<file path="src/rtl/fixed128_pkg.sv">
// Shared constants, lane index type and keep-mask helper for the 32-to-128 bit packer.
package fixed128_pkg;

   localparam int WORD_W     = 32;
   localparam int LANES      = 4;
   localparam int OUT_W      = WORD_W * LANES;
   localparam int BCNT_W_DEF = 16;
   localparam int LANE_W     = $clog2(LANES);

   typedef logic [LANE_W-1:0] lane_idx_t;

   // Contiguous mask with lanes 0..c set.
   function automatic logic [LANES-1:0] keep_mask(input lane_idx_t c);
      logic [LANES-1:0] m;
      m = '0;
      for (int i = 0; i < LANES; i++) begin
         if (i <= int'(c)) begin
            m[i] = 1'b1;
         end else begin
            m[i] = 1'b0;
         end
      end
      return m;
   endfunction

endpackage

</file>
<file path="src/rtl/fixed128_pack_if.sv">
// Word-in / block-out stream bundle between the feeder and the packer.
interface fixed128_pack_if
   import fixed128_pkg::*;
#(
   parameter int BCNT_W = BCNT_W_DEF
);

   logic [WORD_W-1:0] in_data;
   logic              in_valid;
   logic              in_last;
   logic              in_ready;
   logic [OUT_W-1:0]  out_data;
   logic [LANES-1:0]  out_keep;
   logic              out_valid;
   logic              out_ready;
   logic [BCNT_W-1:0] blk_cnt;

   modport master (
      output in_data, in_valid, in_last, out_ready,
      input  in_ready, out_data, out_keep, out_valid, blk_cnt
   );

   modport slave (
      input  in_data, in_valid, in_last, out_ready,
      output in_ready, out_data, out_keep, out_valid, blk_cnt
   );

endinterface

</file>
<file path="src/rtl/fixed128_pack.sv">
// Packs 32-bit words into 128-bit blocks; in_last closes a short block with zero-padded lanes.
module fixed128_pack
   import fixed128_pkg::*;
#(
   parameter int BCNT_W = BCNT_W_DEF
) (
   input  logic          fixed128_pack_clk,
   input  logic          fixed128_pack_reset,
   input  logic          fixed128_pack_init,
   input  logic          fixed128_pack_in_disable,
   fixed128_pack_if.slave bus
);

   logic              clr_s;
   logic              accept_s;
   logic              closing_s;
   logic              pop_s;
   logic [OUT_W-1:0]  ins_s;

   lane_idx_t         lane_q,      lane_d;
   logic [OUT_W-1:0]  acc_q,       acc_d;
   logic [OUT_W-1:0]  out_data_q,  out_data_d;
   logic [LANES-1:0]  out_keep_q,  out_keep_d;
   logic              out_valid_q, out_valid_d;
   logic [BCNT_W-1:0] blk_cnt_q,   blk_cnt_d;

   assign clr_s        = fixed128_pack_reset | fixed128_pack_init;
   assign bus.in_ready = ~fixed128_pack_in_disable & ~clr_s & (~out_valid_q | bus.out_ready);
   assign accept_s     = bus.in_valid & bus.in_ready;
   assign closing_s    = accept_s & (bus.in_last | (lane_q == lane_idx_t'(LANES - 1)));
   assign pop_s        = out_valid_q & bus.out_ready;

   // Accumulator with the incoming word dropped into the current lane; higher lanes stay zero.
   for (genvar k = 0; k < LANES; k++) begin : g_lane
      assign ins_s[k*WORD_W +: WORD_W] = (lane_q == lane_idx_t'(k)) ? bus.in_data
                                                                      : acc_q[k*WORD_W +: WORD_W];
   end

   // Next-state for lane counter, accumulator, output register and block counter.
   always_comb begin
      lane_d      = lane_q;
      acc_d       = acc_q;
      out_data_d  = out_data_q;
      out_keep_d  = out_keep_q;
      out_valid_d = out_valid_q;
      blk_cnt_d   = blk_cnt_q;

      if (closing_s) begin
         lane_d      = '0;
         acc_d       = '0;
         out_data_d  = ins_s;
         out_keep_d  = keep_mask(lane_q);
         out_valid_d = 1'b1;
      end else if (accept_s) begin
         lane_d = lane_q + lane_idx_t'(1);
         acc_d  = ins_s;
         if (pop_s) begin
            out_valid_d = 1'b0;
         end else begin
            out_valid_d = out_valid_q;
         end
      end else if (pop_s) begin
         out_valid_d = 1'b0;
      end else begin
         out_valid_d = out_valid_q;
      end

      if (pop_s) begin
         blk_cnt_d = blk_cnt_q + BCNT_W'(1);
      end else begin
         blk_cnt_d = blk_cnt_q;
      end
   end

   // State register; clear discards any partial block and pending output.
   always_ff @(posedge fixed128_pack_clk) begin
      if (clr_s) begin
         lane_q      <= '0;
         acc_q       <= '0;
         out_data_q  <= '0;
         out_keep_q  <= '0;
         out_valid_q <= 1'b0;
         blk_cnt_q   <= '0;
      end else begin
         lane_q      <= lane_d;
         acc_q       <= acc_d;
         out_data_q  <= out_data_d;
         out_keep_q  <= out_keep_d;
         out_valid_q <= out_valid_d;
         blk_cnt_q   <= blk_cnt_d;
      end
   end

   assign bus.out_data  = out_data_q;
   assign bus.out_keep  = out_keep_q;
   assign bus.out_valid = out_valid_q;
   assign bus.blk_cnt   = blk_cnt_q;

endmodule

</file>
<file path="src/flat_wrapper.sv">
// flat-port wrapper written by rule: the top's interface ports become plain ports
module fixed128_pack_flat import fixed128_pkg::*;
#(
   parameter int BCNT_W = BCNT_W_DEF
)
  (fixed128_pack_clk, fixed128_pack_reset, fixed128_pack_init, fixed128_pack_in_disable, bus_in_data, bus_in_valid, bus_in_last, bus_out_ready, bus_in_ready, bus_out_data, bus_out_keep, bus_out_valid, bus_blk_cnt);
  fixed128_pack_if #(.BCNT_W(BCNT_W)) bus_i ();
  input  logic fixed128_pack_clk;
  input  logic fixed128_pack_reset;
  input  logic fixed128_pack_init;
  input  logic fixed128_pack_in_disable;
  input wire logic [$bits(bus_i.in_data)-1:0] bus_in_data;
  input wire logic [$bits(bus_i.in_valid)-1:0] bus_in_valid;
  input wire logic [$bits(bus_i.in_last)-1:0] bus_in_last;
  input wire logic [$bits(bus_i.out_ready)-1:0] bus_out_ready;
  output wire logic [$bits(bus_i.in_ready)-1:0] bus_in_ready;
  output wire logic [$bits(bus_i.out_data)-1:0] bus_out_data;
  output wire logic [$bits(bus_i.out_keep)-1:0] bus_out_keep;
  output wire logic [$bits(bus_i.out_valid)-1:0] bus_out_valid;
  output wire logic [$bits(bus_i.blk_cnt)-1:0] bus_blk_cnt;
  assign bus_i.in_data = bus_in_data;
  assign bus_i.in_valid = bus_in_valid;
  assign bus_i.in_last = bus_in_last;
  assign bus_i.out_ready = bus_out_ready;
  assign bus_in_ready = bus_i.in_ready;
  assign bus_out_data = bus_i.out_data;
  assign bus_out_keep = bus_i.out_keep;
  assign bus_out_valid = bus_i.out_valid;
  assign bus_blk_cnt = bus_i.blk_cnt;
  fixed128_pack #(.BCNT_W(BCNT_W)) u_core (.fixed128_pack_clk(fixed128_pack_clk), .fixed128_pack_reset(fixed128_pack_reset), .fixed128_pack_init(fixed128_pack_init), .fixed128_pack_in_disable(fixed128_pack_in_disable), .bus(bus_i));
endmodule
</file>
<file path="config.mk">
export PLATFORM = sky130hd
export DESIGN_NAME = fixed128_pack_flat
export DESIGN_NICKNAME = d
export VERILOG_FILES = /design/src/rtl/fixed128_pkg.sv /design/src/rtl/fixed128_pack_if.sv /design/src/rtl/fixed128_pack.sv /design/src/flat_wrapper.sv
export SDC_FILE = /design/constraint.sdc
export NUM_CORES = 1
export LEC_CHECK = 0
export CAP_MARGIN = 20
export CORE_ASPECT_RATIO = 1.1
export CORE_UTILIZATION = 54
export CTS_BUF_LIST = sky130_fd_sc_hd__clkbuf_4 sky130_fd_sc_hd__clkbuf_8
export DETAILED_ROUTE_END_ITERATION = 10
export PLACE_DENSITY = 0.84
export REMOVE_ABC_BUFFERS = 1
export SYNTH_ARGS = -nofsm -noshare
export SYNTH_HDL_FRONTEND = slang
export SYNTH_SLANG_ARGS = --single-unit
</file>
<file path="constraint.sdc">
create_clock -name fixed128_pack_clk -period 2.4 [get_ports fixed128_pack_clk]
set_input_delay 0.48 -clock fixed128_pack_clk [delete_from_list [all_inputs] [get_ports fixed128_pack_clk]]
set_output_delay 0.48 -clock fixed128_pack_clk [all_outputs]
set_load 0.005 [all_outputs]
</file>
==> flow_metrics.env <==
export IMPL_status="finished clean"
export IMPL_floorplan_die_height_um=148
export IMPL_netlist_cell_type_count=34
export IMPL_dr_first_iter_drc_count=489
export IMPL_leak_pwr_nw=4.81
export IMPL_critPathMaxFanout=4
export IMPL_cts_root_buf="sky130_fd_sc_hd__clkbuf_8"
export IMPL_critPathSlowestCell="sky130_fd_sc_hd__clkdlybuf4s50_1"
export IMPL_critical_path_n_buffers_inverters=2
export IMPL_cp_cell_sequence="clkdlybuf4s50_1 -> or2_4 -> nor3_1 -> dlygate4sd2_1"
export IMPL_max_transition_margin=0.529
export IMPL_cellPowerDensity_mw_per_mm2=684
export IMPL_critical_path_max_stage_delay_ps=460
export IMPL_design_final_nets=1337
export IMPL_synth_enable_flop_cells=0
export IMPL_cts_inserted_buffers=44
export IMPL_number_of_endpoints_failing_setup_at_the_final_stage=0
export IMPL_worst_hold_path_type="reg2reg"
export IMPL_fp_coreArea_mm2=0.0186
export IMPL_grt_overflow_total=0
export IMPL_hold_violations=0
export IMPL_worst_clock_skew_ps=10.8
export IMPL_detailed_route_wire_length_per_cell_um=17.1
export IMPL_rsz0062_at_grt="false"
export IMPL_synth_ff_latch_count=279
export IMPL_worstPathArrival_ps=1640
export IMPL_fin_crit_ps=2120
export IMPL_grt_start_max_net_pins=146
export IMPL_netlist_top_cells_area="sky130_fd_sc_hd__dfxtp_1, sky130_fd_sc_hd__mux2i_1, sky130_fd_sc_hd__o21ai_0, sky130_fd_sc_hd__nand3_1, sky130_fd_sc_hd__nand2_1"
export IMPL_initial_antenna_violation_count=0
export IMPL_detailedRoute_firstPassIterationCount=7
export IMPL_cts_hold_repair_buffers=0
export IMPL_buffer_depth_of_the_longest_clock_path=3
export IMPL_post_layout_inst_area_mm2=0.0135
export IMPL_io_pin_count=189
export IMPL_clk_latency_ps=530
export IMPL_globalplace_congestion=0.891
export IMPL_yosys_cell_count_top_type="sky130_fd_sc_hd__dfxtp_1"
export IMPL_worst_path_dominant_cell_family="buffers and inverters"
export IMPL_yosys_area_top_type_share=0.537
export IMPL_syn_mean_instance_area_um2=9.31
export IMPL_placedInstanceArea_mm2=0.0126
export IMPL_vdd_ir_drop_worst_uv=414
export IMPL_worst_endpoint_required_ps=1920
export IMPL_die_width_um=134
export IMPL_initial_utilization=0.558
export IMPL_placement_io_buffers=188
export IMPL_multi_input_area_mm2=0.00444
export IMPL_post_route_drc_count=0
export IMPL_vias=8724
export IMPL_synth_cells_most_frequent="sky130_fd_sc_hd__dfxtp_1, sky130_fd_sc_hd__o21ai_0, sky130_fd_sc_hd__nand3_1"
export IMPL_floorplan_die_area_mm2=0.0198
export IMPL_placement_setup_worst_slack_ps=-142
export IMPL_sequential_cell_area_mm2=0.00559
export IMPL_area_growth_synth_to_final_pct=30.1
export IMPL_cts_htree_levels=2
export IMPL_worst_slew_pin_slew_ps=706
export IMPL_diodes=0
export IMPL_final_setup_worst_slack_ps=275
export IMPL_viasPerCell=5.56
export IMPL_crit_path_end_kind="primary output"
export IMPL_via_count_of_the_first_global_routing_pass=8392
export IMPL_asyncSetResetFlopFracSynth=0
export IMPL_cts_clk_slew_worst_paths_ps=60
export IMPL_synth_yosys_warnings=0
export IMPL_ant_nets=0
export IMPL_grt_first_pass_wirelength_um=42200
export IMPL_cts_sinks=279
export IMPL_critical_path_class="in2out"
export IMPL_core_rowCount=52
export IMPL_synth_seq_area_share=0.537
export IMPL_groute_usage_overall=0.265
export IMPL_min_period_over_period=0.885
export IMPL_synth_cells=1116
export IMPL_nFillCells=1378
export IMPL_totalWireLength_um=26800
export IMPL_synth_cell_area_mm2=0.0104
export IMPL_startpoint_type="primary input"
export IMPL_place_hpwl_um=16300
export IMPL_final_layout_size_suffix_gt1_frac=0.0966
export IMPL_maxCapViolations=0
export IMPL_synth_top_flop_cell="sky130_fd_sc_hd__dfxtp_1"
export IMPL_finalMaxSlewViolations=0
export IMPL_synth_top_cell_by_area="sky130_fd_sc_hd__dfxtp_1"
export IMPL_achievable_frequency_ghz=0.471
export IMPL_cts_tree="done"
==> worst min-delay path, stage by stage, from the launching register on <==
cell	delay, ps
sky130_fd_sc_hd__dfxtp_1	320
sky130_fd_sc_hd__nand2_1	40
sky130_fd_sc_hd__o21ai_0	50
==> cell families (layout without fill, tap and decap cells) <==
logic type      Yosys count  in the layout  share of synthesized area
xor+xnor                 11             11                    0.00927
mux                     128            128                      0.123
flops                   279            279                      0.537
compound gates          244            244                      0.121
simple gates            350            350                      0.158
fa+ha+maj                 6              6                    0.00722
buf+inv                  98            307                     0.0439
==> timing repair <==
item	CTS	global route
setup endpoints to repair	1	0
endpoints found under the hold margin	0	0
gates resized for setup	2	0
setup buffers	0	0
==> metal layers <==
layer / vias up / GRT usage / wire length [µm]
li1: 4260 / - / -
met1: 4139 / 0.332 / 11600
met2: 280 / 0.456 / 13100
met3: 45 / 0.0456 / 1580
met4: 0 / 0.0949 / 455
met5: - / 0 / 0
==> flip-flops by register name (all words and copies together), names as in the netlist <==
name,count
u_core.bus.out_keep,4
u_core.lane_q,2
u_core.bus.blk_cnt,16
u_core.bus.out_data,128
u_core.acc_q,128
u_core.bus.out_valid,1
==> power by group <==
| part | switching [mW] | total (mW) | internal, mW |
|---|---|---|---|
| combinational | 0.229 | 0.371 | 0.142 |
| clock | 1.77 | 4.23 | 2.47 |
| sequential | 0.00769 | 4.65 | 4.64 |
| total | 2.00 | 9.26 | 7.25 |
==> through the flow <==
step	hold WS, ps	util	std cells	setup TNS (ps)	power, mW
2_1_floorplan	424	-	1023	-1223490	4.90
3_3_place_gp	432	0.675	1489	-5740	5.11
3_5_place_dp	441	0.675	1489	-11000	5.12
4_1_cts	454	0.727	1568	0	9.33
5_1_grt	476	0.727	1568	0	9.57
6_report	450	0.727	1568	0	9.26
==> cell type report <==
| cell class | instances | share of cell area |
|---|---|---|
| sequential | 279 | 0.413 |
| inverter | 5 | 0.00139 |
| clock buffer | 75 | 0.0698 |
| timing repair buffer | 223 | 0.163 |
| multi-input combinational | 739 | 0.328 |
| clock inverter | 4 | 0.00185 |
| tap | 243 | 0.0225 |
==> worst paths after layout <==
| path | start | endpoint | slack [ps] | cells after the start |
|---|---|---|---|---|
| worst max-delay path | fixed128_pack_reset | bus_in_ready | 280 | 4 |
| worst min-delay path | u_core.acc_q[14] | u_core.acc_q[14] | 450 | 2 |
| worst max register to register | u_core.lane_q[1] | u_core.bus.out_data[115] | 330 | 6 |
| worst min register to register | u_core.acc_q[14] | u_core.acc_q[14] | 450 | 2 |
==> cells in the final DEF (no fill, tap or decap), types with 2 or more instances in the layout <==
cell	synthesis	routed
sky130_fd_sc_hd__nor3_1	3	3
sky130_fd_sc_hd__mux2i_1	128	128
sky130_fd_sc_hd__clkbuf_4	0	14
sky130_fd_sc_hd__clkinvlp_4	0	2
sky130_fd_sc_hd__nand3_1	139	137
sky130_fd_sc_hd__dfxtp_1	279	279
sky130_fd_sc_hd__xor2_1	7	7
sky130_fd_sc_hd__or3_1	5	5
sky130_fd_sc_hd__o21ai_0	226	226
sky130_fd_sc_hd__nand3_2	0	2
sky130_fd_sc_hd__and3_1	33	33
sky130_fd_sc_hd__clkdlybuf4s50_1	0	187
sky130_fd_sc_hd__clkbuf_8	0	61
sky130_fd_sc_hd__xnor2_1	4	4
sky130_fd_sc_hd__nor2_1	15	14
sky130_fd_sc_hd__buf_12	0	5
sky130_fd_sc_hd__o21ai_1	2	2
sky130_fd_sc_hd__buf_4	1	30
sky130_fd_sc_hd__nand4_1	5	5
sky130_fd_sc_hd__a21oi_1	8	8
sky130_fd_sc_hd__clkinv_2	0	2
sky130_fd_sc_hd__nand2_1	138	138
sky130_fd_sc_hd__ha_2	0	4
sky130_fd_sc_hd__nand2b_1	2	2
sky130_fd_sc_hd__a41oi_4	0	3
sky130_fd_sc_hd__ha_1	6	2
sky130_fd_sc_hd__and4_1	4	4
sky130_fd_sc_hd__inv_1	5	5
(Power assumes the default switching activity.)
